**src/rtl/celda_tipica_der_izq_pkg.sv**
```systemverilog
// Shared definitions for the right-to-left magnitude comparator cell.
// State a (A >= B so far) is 1, state b (A < B so far) is 0.
package celda_cmp_pkg;

   localparam logic ST_A = 1'b1;
   localparam logic ST_B = 1'b0;

   typedef enum logic {
      IDLE = 1'b0,
      RUN  = 1'b1
   } fsm_t;

   // A bit pair that differs decides the state; an equal pair keeps it.
   function automatic logic next_state(input logic p, input logic ai, input logic bi);
      return (ai & ~bi) | (p & ~(ai ^ bi));
   endfunction

endpackage

```
**src/rtl/celda_tipica_der_izq_if.sv**
```systemverilog
// Request/response bundle of the serial comparison engine.
// With CELDA_PARALLEL_CHAIN_EN defined it also carries result_comb.
interface celda_tipica_der_izq_if #(
   parameter int WIDTH = 8
);
   logic             start;
   logic [WIDTH-1:0] a_word;
   logic [WIDTH-1:0] b_word;
   logic             busy;
   logic             done;
   logic             result;
`ifdef CELDA_PARALLEL_CHAIN_EN
   logic             result_comb;
`endif

   modport master (
      output start, a_word, b_word,
`ifdef CELDA_PARALLEL_CHAIN_EN
      input  result_comb,
`endif
      input  busy, done, result
   );

   modport slave (
      input  start, a_word, b_word,
`ifdef CELDA_PARALLEL_CHAIN_EN
      output result_comb,
`endif
      output busy, done, result
   );
endinterface

```
**src/rtl/celda_tipica_der_izq_cmp_bit.sv**
```systemverilog
// One combinational comparator cell: present state plus one bit of A and B
// give the next state. Has no clock and no reset.
module celda_cmp_bit
   import celda_cmp_pkg::*;
(
   input  logic p,
   input  logic ai,
   input  logic bi,
   output logic pn
);

   assign pn = next_state(p, ai, bi);

endmodule

```
**src/rtl/celda_tipica_der_izq.sv**
```systemverilog
// Typical right-to-left comparator cell plus a serial engine that walks a
// WIDTH-bit word pair LSB first and reports A >= B.
// Optional macro CELDA_PARALLEL_CHAIN_EN adds a combinational chain of
// WIDTH cells driving bus.result_comb from the live words.
module celda_tipica_der_izq
   import celda_cmp_pkg::*;
#(
   parameter int   WIDTH      = 8,
   parameter logic INIT_STATE = ST_A
) (
   input  logic                  clk,
   input  logic                  rst,
   input  logic                  p,
   input  logic                  Ai,
   input  logic                  Bi,
   output logic                  P,
   celda_tipica_der_izq_if.slave bus
);

   localparam int             IW       = (WIDTH > 1) ? $clog2(WIDTH) : 1;
   localparam logic [IW-1:0]  LAST_IDX = IW'(WIDTH - 1);

   // Free-standing cell exposed for external iterative networks.
   celda_cmp_bit u_cell (
      .p  (p),
      .ai (Ai),
      .bi (Bi),
      .pn (P)
   );

   fsm_t             fsm_q, fsm_d;
   logic             st_q, st_d;
   logic [IW-1:0]    idx_q, idx_d;
   logic [WIDTH-1:0] a_q, a_d;
   logic [WIDTH-1:0] b_q, b_d;
   logic             busy_q, busy_d;
   logic             res_q, res_d;
   logic             last_q, last_d;
   logic             done_q, done_d;
   logic             st_nx;

   // Serial datapath: the same cell applied to the current bit position.
   celda_cmp_bit u_ser (
      .p  (st_q),
      .ai (a_q[idx_q]),
      .bi (b_q[idx_q]),
      .pn (st_nx)
   );

   // Next-state logic: accept in IDLE, one bit per cycle in RUN.
   // done trails the final bit by one cycle through last_q.
   always_comb begin
      fsm_d  = fsm_q;
      st_d   = st_q;
      idx_d  = idx_q;
      a_d    = a_q;
      b_d    = b_q;
      busy_d = busy_q;
      res_d  = res_q;
      last_d = 1'b0;
      done_d = last_q;
      case (fsm_q)
         IDLE: begin
            if (bus.start) begin
               a_d    = bus.a_word;
               b_d    = bus.b_word;
               st_d   = INIT_STATE;
               idx_d  = '0;
               fsm_d  = RUN;
               busy_d = 1'b1;
            end
         end
         RUN: begin
            st_d = st_nx;
            if (idx_q == LAST_IDX) begin
               res_d  = st_nx;
               fsm_d  = IDLE;
               busy_d = 1'b0;
               last_d = 1'b1;
            end else begin
               idx_d = idx_q + 1'b1;
            end
         end
         default: fsm_d = IDLE;
      endcase
   end

   // State and registered outputs; reset aborts any compare in flight.
   always_ff @(posedge clk) begin
      if (rst) begin
         fsm_q  <= IDLE;
         st_q   <= INIT_STATE;
         idx_q  <= '0;
         a_q    <= '0;
         b_q    <= '0;
         busy_q <= 1'b0;
         res_q  <= INIT_STATE;
         last_q <= 1'b0;
         done_q <= 1'b0;
      end else begin
         fsm_q  <= fsm_d;
         st_q   <= st_d;
         idx_q  <= idx_d;
         a_q    <= a_d;
         b_q    <= b_d;
         busy_q <= busy_d;
         res_q  <= res_d;
         last_q <= last_d;
         done_q <= done_d;
      end
   end

   assign bus.busy   = busy_q;
   assign bus.done   = done_q;
   assign bus.result = res_q;

`ifdef CELDA_PARALLEL_CHAIN_EN
   logic [WIDTH:0] chain;

   assign chain[0] = INIT_STATE;

   for (genvar i = 0; i < WIDTH; i++) begin : g_chain
      celda_cmp_bit u_bit (
         .p  (chain[i]),
         .ai (bus.a_word[i]),
         .bi (bus.b_word[i]),
         .pn (chain[i+1])
      );
   end

   assign bus.result_comb = chain[WIDTH];
`endif

endmodule

```
**src/flat_wrapper.sv**
```systemverilog
// flat-port wrapper written by rule: the top's interface ports become plain ports
module celda_tipica_der_izq_flat import celda_cmp_pkg::*;
#(
   parameter int   WIDTH      = 8,
   parameter logic INIT_STATE = ST_A
)
  (clk, rst, p, Ai, Bi, P, bus_start, bus_a_word, bus_b_word, bus_busy, bus_done, bus_result);
  celda_tipica_der_izq_if #(.WIDTH(WIDTH)) bus_i ();
  input  logic clk;
  input  logic rst;
  input  logic p;
  input  logic Ai;
  input  logic Bi;
  output logic P;
  input wire logic [$bits(bus_i.start)-1:0] bus_start;
  input wire logic [$bits(bus_i.a_word)-1:0] bus_a_word;
  input wire logic [$bits(bus_i.b_word)-1:0] bus_b_word;
  output wire logic [$bits(bus_i.busy)-1:0] bus_busy;
  output wire logic [$bits(bus_i.done)-1:0] bus_done;
  output wire logic [$bits(bus_i.result)-1:0] bus_result;
  assign bus_i.start = bus_start;
  assign bus_i.a_word = bus_a_word;
  assign bus_i.b_word = bus_b_word;
  assign bus_busy = bus_i.busy;
  assign bus_done = bus_i.done;
  assign bus_result = bus_i.result;
  celda_tipica_der_izq #(.WIDTH(WIDTH), .INIT_STATE(INIT_STATE)) u_core (.clk(clk), .rst(rst), .p(p), .Ai(Ai), .Bi(Bi), .P(P), .bus(bus_i));
endmodule
```
**config.mk**
```make
export PLATFORM = sky130hd
export DESIGN_NAME = celda_tipica_der_izq_flat
export DESIGN_NICKNAME = d
export VERILOG_FILES = /design/src/rtl/celda_tipica_der_izq_pkg.sv /design/src/rtl/celda_tipica_der_izq_if.sv /design/src/rtl/celda_tipica_der_izq_cmp_bit.sv /design/src/rtl/celda_tipica_der_izq.sv /design/src/flat_wrapper.sv
export SDC_FILE = /design/constraint.sdc
export NUM_CORES = 1
export LEC_CHECK = 0
export CORE_MARGIN = 4
export CORE_UTILIZATION = 40
export CTS_CLUSTER_SIZE = 20
export DETAILED_ROUTE_END_ITERATION = 8
export DONT_BUFFER_PORTS = 1
export PLACE_DENSITY_LB_ADDON = 0.12
export SYNTH_ARGS = -nofsm -noshare
export SYNTH_HDL_FRONTEND = slang
export SYNTH_SLANG_ARGS = --single-unit
```
**constraint.sdc**
```tcl
create_clock -name clk -period 2.4 [get_ports clk]
set_clock_uncertainty 0.1 [all_clocks]
set_input_delay 0.72 -clock clk [delete_from_list [all_inputs] [get_ports clk]]
set_output_delay 0.72 -clock clk [all_outputs]
set_load 0.02 [all_outputs]
```
Word level (Yosys, flattened, before mapping)
Cells that the tools add are included.

Bitwise operators: 13. Div/mod/pow operators: 0. Shifts and indexed selects: 0. Muxes and demuxes: 15. Add/sub/neg operators: 1. $mul: 0. Reduce and logical (&&, ||, !) cells: 5. $lt $le $gt $ge: 1. Equality and inequality tests: 4.

Operators with widths (number): AND reduction 2 bit (4); 2-to-1 mux 1 bit (7); binary-select mux 1 bit (select 3 bit) (2); 2-to-1 mux 3 bit (2); != test 2 bit, second input constant (3); one-hot mux 1 bit (2 select lines) (3); one-hot mux 3 bit (2 select lines) (1); NOT 1 bit (5); bitwise AND 1 bit (4); less-than comparator 3 x 4 -> 1 bit, second input constant (1); adder 3 x 1 -> 3 bit, second input constant (1); == test 3 bit, second input constant (1); OR 1 bit (2); OR reduction 2 bit (1); XOR 1 bit (2).

Memory bits (read-only): 0. Bits in registers: 25. Bits in writable memories: 0. Bits in latches: 0. Memories: 0. Output and inout bits: 4. Input port bits: 22. Logic and storage cells: 48.

Longest topological paths before layout
Gate-level depths: netlist (run 1).

Word-level depth: 7. Mapped depth: 7. Gate-level depth less buffers: 6.

Hierarchy
Synthesis (run 1) repeated with hierarchy kept, for this count alone.

Cell total of the unflattened synthesis: 120. Area, all modules: 1081.0 um^2.

By module, submodules not included: celda_tipica_der_izq (instances 1, sequential area each 500.5 um^2, cells an instance 114, area each 1033.5 um^2); celda_cmp_bit (instances 2, sequential area each 0.0 um^2, cells an instance 3, area each 23.8 um^2).

Worst setup path after synthesis (run 1)
Ideal clock, no wire load.

Path kind: register to register. Start: reg u_core.idx_q[0]. End: reg u_core.res_q, in the netlist u_core.bus.result. Clock period less this slack: 2.173 ns. Setup time: 0.120 ns. Data required time: 2.180 ns. Arrival: 1.953 ns. Setup slack: 0.227 ns. Buffers on the path: 1. Cell stages (with the launch flop): 8. Cells stage by stage: dfxtp_1 -> buf_6 -> mux4_1 -> mux2_2 -> ha_1 -> a21oi_1 -> nor2_1 -> a211o_1.

Word-level cells in the longest chain between the ends: 6. Elaborated cells between the ends (all ways): 12. Those cells by class: eq/ne (1); mux (4); bitwise (6); reduce/logical (1).

RTL lines: start, declared (line celda_tipica_der_izq.sv:33) `logic [IW-1:0] idx_q, idx_d;`; start signal, assigned (line celda_tipica_der_izq.sv:103) `idx_q <= idx_d;`; binary-select mux 1 bit (select 3 bit) (on tied branches) (line celda_tipica_der_izq.sv:45, celda_tipica_der_izq.sv:46); 2-to-1 mux 1 bit (on tied branches) (line celda_tipica_der_izq.sv:45, celda_tipica_der_izq.sv:46); XOR 1 bit (line celda_tipica_der_izq_pkg.sv:15) `return (ai & ~bi) | (p & ~(ai ^ bi));`; NOT 1 bit (line celda_tipica_der_izq_pkg.sv:15); bitwise AND 1 bit (line celda_tipica_der_izq_pkg.sv:15); OR 1 bit (line celda_tipica_der_izq_pkg.sv:15); end signal, assigned (line celda_tipica_der_izq.sv:107) `res_q <= res_d;`; end, declared (line celda_tipica_der_izq.sv:37) `logic res_q, res_d;`.

Several ways; a longest one is shown, not always the timed one. The select of a mux whose other input is x is not followed. A chain may end at the register's enable or synchronous reset.

Worst setup path after layout (run 1)
Same ends and word-level chain as after synthesis.

==> results of run 1 <==
metrics by stage:
step | total power [W] | setup WS, ns | util
after floorplan | 0.000524 | 0.227 | -
after global placement | 0.000527 | 0.115 | 0.430
after detailed placement | 0.000529 | 0.101 | 0.430
after CTS | 0.000714 | 0.0795 | 0.440
after global routing | 0.000747 | 0.0750 | 0.441
final | 0.000705 | 0.188 | 0.441
routing by layer:
layer  vias to the layer above  GRT usage  wire length (um)
met3                         2     0.0432                97
met2                        17      0.207               894
met5                         -          0                 0
met1                       345      0.152               926
met4                         0     0.0190                15
li1                        402          -                 -
power groups by stage:
stage | Sequential, W | Clock [W] | Combinational, W
after global placement | 0.000460 | 0 | 0.0000666
after floorplan | 0.000455 | 0 | 0.0000690
after CTS | 0.000451 | 0.000195 | 0.0000687
after global routing | 0.000454 | 0.000215 | 0.0000779
after detailed placement | 0.000460 | 0 | 0.0000684
final | 0.000451 | 0.000187 | 0.0000670
cells in the mapped netlist:
cell type                   n  area [um^2]
sky130_fd_sc_hd__nand2_1   35          131
sky130_fd_sc_hd__dfxtp_1   25          500
sky130_fd_sc_hd__a21oi_1   21          105
sky130_fd_sc_hd__nor2_1     5         18.8
sky130_fd_sc_hd__ha_1       4         50.1
sky130_fd_sc_hd__mux4_1     4          105
sky130_fd_sc_hd__buf_2      3         15.0
sky130_fd_sc_hd__clkbuf_1   3         11.3
sky130_fd_sc_hd__nor2b_1    3         18.8
sky130_fd_sc_hd__o21ai_0    3         15.0
sky130_fd_sc_hd__mux2_2     2         22.5
sky130_fd_sc_hd__a211o_1    1         8.76
sky130_fd_sc_hd__a21o_1     1         7.51
sky130_fd_sc_hd__and2_1     1         6.26
sky130_fd_sc_hd__buf_6      1         11.3
sky130_fd_sc_hd__clkbuf_2   1         5.00
sky130_fd_sc_hd__inv_1      1         3.75
sky130_fd_sc_hd__mux2i_1    1         10.0
sky130_fd_sc_hd__nand2b_1   1         6.26
sky130_fd_sc_hd__nand2b_2   1         8.76
sky130_fd_sc_hd__nor3_1     1         5.00
sky130_fd_sc_hd__nor3b_1    1         7.51
sky130_fd_sc_hd__o21bai_1   1         7.51
registers in the layout, indices dropped and copies added (netlist names):
signal	flops
u_core.b_q	8
u_core.done_d	1
u_core.fsm_q	1
u_core.bus.done	1
u_core.a_q	8
u_core.bus.result	1
u_core.bus.busy	1
u_core.idx_q	3
u_core.st_q	1
critical path: stages (launching register included):
cell,delay (ns)
sky130_fd_sc_hd__dfxtp_2,0.43
sky130_fd_sc_hd__mux4_1,0.56
sky130_fd_sc_hd__mux2_2,0.28
sky130_fd_sc_hd__ha_1,0.31
sky130_fd_sc_hd__a21oi_1,0.15
sky130_fd_sc_hd__nor2_1,0.05
sky130_fd_sc_hd__a211o_1,0.25
worst min path at each step:
stage,start,to,cells past startpoint
after global routing,rst,u_core.b_q[4],1
after global placement,u_core.done_d,u_core.bus.done,1
after CTS,rst,u_core.bus.done,1
after detailed placement,u_core.done_d,u_core.bus.done,1
after floorplan,u_core.done_d,u_core.bus.done,1
final,rst,u_core.idx_q[0],1
cell families (layout without fill, tap and decap cells):
logic type               Yosys count  in the layout  synth area share
AO/OA/AOI/OAI                     27             27             0.133
adder cells (fa/ha/maj)            4              4            0.0463
AND/OR/NAND/NOR                   48             48             0.188
flip-flops                        25             25             0.463
multiplexers                       7              7             0.127
buffers and inverters              9              6            0.0428
area by class of cell:
class | count | share of cell area
multi-input combinational | 86 | 0.480
sequential | 25 | 0.451
tap | 30 | 0.0337
clock buffer | 3 | 0.0202
timing repair buffer | 1 | 0.00675
clock inverter | 1 | 0.00450
inverter | 1 | 0.00337
what timing repair did:
action | CTS | global route
gates resized for setup | 0 | 1
hold buffers | 0 | 0
endpoints found under the setup margin | 0 | 1
==> impl_results.html, run 1 <==
<table>
<tr><th>Metric</th><th>Value</th></tr>
<tr><th colspan="2">Run status</th></tr>
<tr><td>Run status</td><td>complete, no violations</td></tr>
<tr><th colspan="2">Logic synthesis</th></tr>
<tr><td>Post-synthesis net count</td><td>roughly 150</td></tr>
<tr><td>Yosys synthesis warning count</td><td>0</td></tr>
<tr><td>Gate count of the mapped netlist</td><td>120</td></tr>
<tr><td>Seq cells post-synth</td><td>25</td></tr>
<tr><td>Post-synthesis instance area</td><td>1080 um^2</td></tr>
<tr><td>Share of the yosys chip area belonging to registers</td><td>0.463</td></tr>
<tr><td>Distinct cell type count after synthesis</td><td>23</td></tr>
<tr><td>Average cell area after synthesis</td><td>around 9.0 um^2</td></tr>
<tr><th colspan="2">Cells and area</th></tr>
<tr><td>Fillers</td><td>262</td></tr>
<tr><td>Area taken by multi-input logic gates</td><td>~530 um^2</td></tr>
<tr><td>Register area</td><td>between 500 and 600 um^2</td></tr>
<tr><td>Most frequent cells in the layout</td><td>35 x sky130_fd_sc_hd__nand2_1, 24 x sky130_fd_sc_hd__dfxtp_1, 21 x sky130_fd_sc_hd__a21oi_1, 5 x sky130_fd_sc_hd__nor2_1</td></tr>
<tr><td>Number of nets in the final layout</td><td>~140</td></tr>
<tr><td>Number of antenna diodes</td><td>0</td></tr>
<tr><td>Most common cell after layout, fill and taps aside</td><td>sky130_fd_sc_hd__nand2_1</td></tr>
<tr><td>Area delta synth-&gt;final</td><td>2.89%</td></tr>
<tr><td>Area of all placed cells without fillers</td><td>around 1100 um^2</td></tr>
<tr><td>Fraction of final layout cells with drive strength greater than 1</td><td>0.0769</td></tr>
<tr><td>Final standard cell count with taps included and fillers excluded</td><td>147</td></tr>
<tr><th colspan="2">Route</th></tr>
<tr><td>WL per Instance</td><td>about 13 um</td></tr>
<tr><td>Mean number of vias per cell</td><td>roughly 5.2</td></tr>
<tr><td>Pre-antenna DRT Iters</td><td>4</td></tr>
<tr><td>WL final</td><td>1930 um</td></tr>
<tr><td>Number of DRC violations after detailed routing</td><td>0</td></tr>
<tr><td>Number of nets with antenna violations after detailed routing</td><td>0</td></tr>
<tr><td>Initial drt markers</td><td>13</td></tr>
<tr><td>Number of vias after detailed routing</td><td>between 700 and 800</td></tr>
<tr><th colspan="2">Timing</th></tr>
<tr><td>Hold slack final</td><td>between 0.3 and 0.4 ns</td></tr>
<tr><td>Final critical-path share of the clock period</td><td>0.922</td></tr>
<tr><td>Tmin final</td><td>around 2.2 ns</td></tr>
<tr><td>Fmax</td><td>~450 MHz</td></tr>
<tr><td>Final Hold Viols</td><td>0</td></tr>
<tr><td>Setup tns final</td><td>0 ns</td></tr>
<tr><td>Slew HR</td><td>0.590</td></tr>
<tr><td>Setup-violating endpoint count in the final report</td><td>0</td></tr>
<tr><td>RSZ-0062 raised after global routing</td><td>no</td></tr>
<tr><td>Final count of pins violating max slew</td><td>0</td></tr>
<tr><td>Transition time of the tightest slew-check pin</td><td>~0.62 ns</td></tr>
<tr><th colspan="2">Critical path</th></tr>
<tr><td>Register-to-register path setup slack</td><td>roughly 0.19 ns</td></tr>
<tr><td>Category of the worst setup path capture point</td><td>register</td></tr>
<tr><td>Startpoint of the most critical register-to-register path</td><td>u_core.idx_q[0]</td></tr>
<tr><td>Critical path class</td><td>reg -&gt; reg</td></tr>
<tr><td>Category of the worst setup path launch point</td><td>register</td></tr>
<tr><td>Register-to-Register Path Depth</td><td>6</td></tr>
<tr><td>Data arrival at the endpoint of the critical path</td><td>2.34 ns</td></tr>
<tr><td>Worst Setup SP</td><td>u_core.idx_q[0]</td></tr>
<tr><td>Capturing point of the worst reg2reg path</td><td>u_core.bus.result</td></tr>
<tr><td>Capturing element of the worst setup path</td><td>u_core.bus.result</td></tr>
<tr><td>Highest fanout seen on the critical path</td><td>7</td></tr>
<tr><td>Required time of the critical path</td><td>~2.5 ns</td></tr>
<tr><th colspan="2">Power</th></tr>
<tr><td>Net Sw Frac</td><td>0.247</td></tr>
<tr><td>Net load switching power</td><td>approximately 0.00017 W</td></tr>
<tr><td>Static leakage</td><td>0.440 nW</td></tr>
<tr><td>Areal power density over the cells</td><td>around 630 nW/um^2</td></tr>
<tr><td>Clock share of power</td><td>0.266</td></tr>
<tr><td>Part of the power in registers</td><td>0.639</td></tr>
<tr><td>Part of the power in combinational logic</td><td>0.095</td></tr>
<tr><td>Max rail drop VDD</td><td>0.409 mV</td></tr>
<tr><td>Internal portion of total power</td><td>between 0.0005 and 0.0006 W</td></tr>
<tr><th colspan="2">Placement</th></tr>
<tr><td>Routability Congestion</td><td>around 0.82</td></tr>
<tr><td>Final HPWL from detailed placement</td><td>approximately 1400 um</td></tr>
<tr><td>Port Buffers</td><td>0</td></tr>
<tr><td>Placed cell area</td><td>1080 um^2</td></tr>
<tr><td>Number of cells after detailed placement</td><td>between 100 and 150</td></tr>
<tr><th colspan="2">GRT</th></tr>
<tr><td>Grt total ovfl</td><td>0</td></tr>
<tr><td>Antenna violations before repair</td><td>0</td></tr>
<tr><td>Maximum number of pins on one net before global-route repair</td><td>26</td></tr>
<tr><td>Number of global-route vias before repair</td><td>around 760</td></tr>
<tr><td>Global-route wire length before repair</td><td>about 3300 um</td></tr>
<tr><td>Overall Global Routing Usage</td><td>0.122</td></tr>
<tr><th colspan="2">Clock tree</th></tr>
<tr><td>Total clock buffers created by CTS</td><td>3</td></tr>
<tr><td>Clock sink total</td><td>25</td></tr>
<tr><td>Skew-Pair Late Insertion Delay</td><td>0.32 ns</td></tr>
<tr><td>Buffers from clock root to sink, at most</td><td>2</td></tr>
<tr><td>Level count of the clock H-tree</td><td>1</td></tr>
<tr><td>Clock transition time at the flip-flop clock pins of the worst setup and hold paths</td><td>0.14 ns</td></tr>
<tr><td>Library cell used as clock root buffer</td><td>sky130_fd_sc_hd__clkbuf_4</td></tr>
<tr><td>CTS tree</td><td>built</td></tr>
<tr><td>Post-CTS repair timing setup buffer count</td><td>0</td></tr>
<tr><th colspan="2">Floorplanning</th></tr>
<tr><td>Initial Utilization</td><td>0.429</td></tr>
<tr><td>Area of the placeable core</td><td>2520 um^2</td></tr>
<tr><td>Die area</td><td>~3600 um^2</td></tr>
<tr><td>Die span in x</td><td>~60 um</td></tr>
<tr><td>Core Rows</td><td>18</td></tr>
<tr><td>Number of I/O pins</td><td>26</td></tr>
<tr><td>Die boundary height</td><td>60.0 um</td></tr>
<tr><th colspan="2">Flow run</th></tr>
<tr><td>Maxcap violations</td><td>0</td></tr>
<tr><th colspan="2">Worst hold path</th></tr>
<tr><td>Class of the worst hold path</td><td>in -&gt; reg</td></tr>
</table>
(Power assumes the default switching activity.)
==> inputs of run 2 (changes only) <==
--- a/config.mk
+++ b/config.mk
@@ -5,6 +5,7 @@
 export SDC_FILE = /design/constraint.sdc
 export NUM_CORES = 1
 export LEC_CHECK = 0
+export CAP_MARGIN = 5
 export CORE_MARGIN = 4
 export CORE_UTILIZATION = 40
 export CTS_CLUSTER_SIZE = 20
==> results of run 2 <==
Final layout, timing and power as in run 1 (identical DEF).
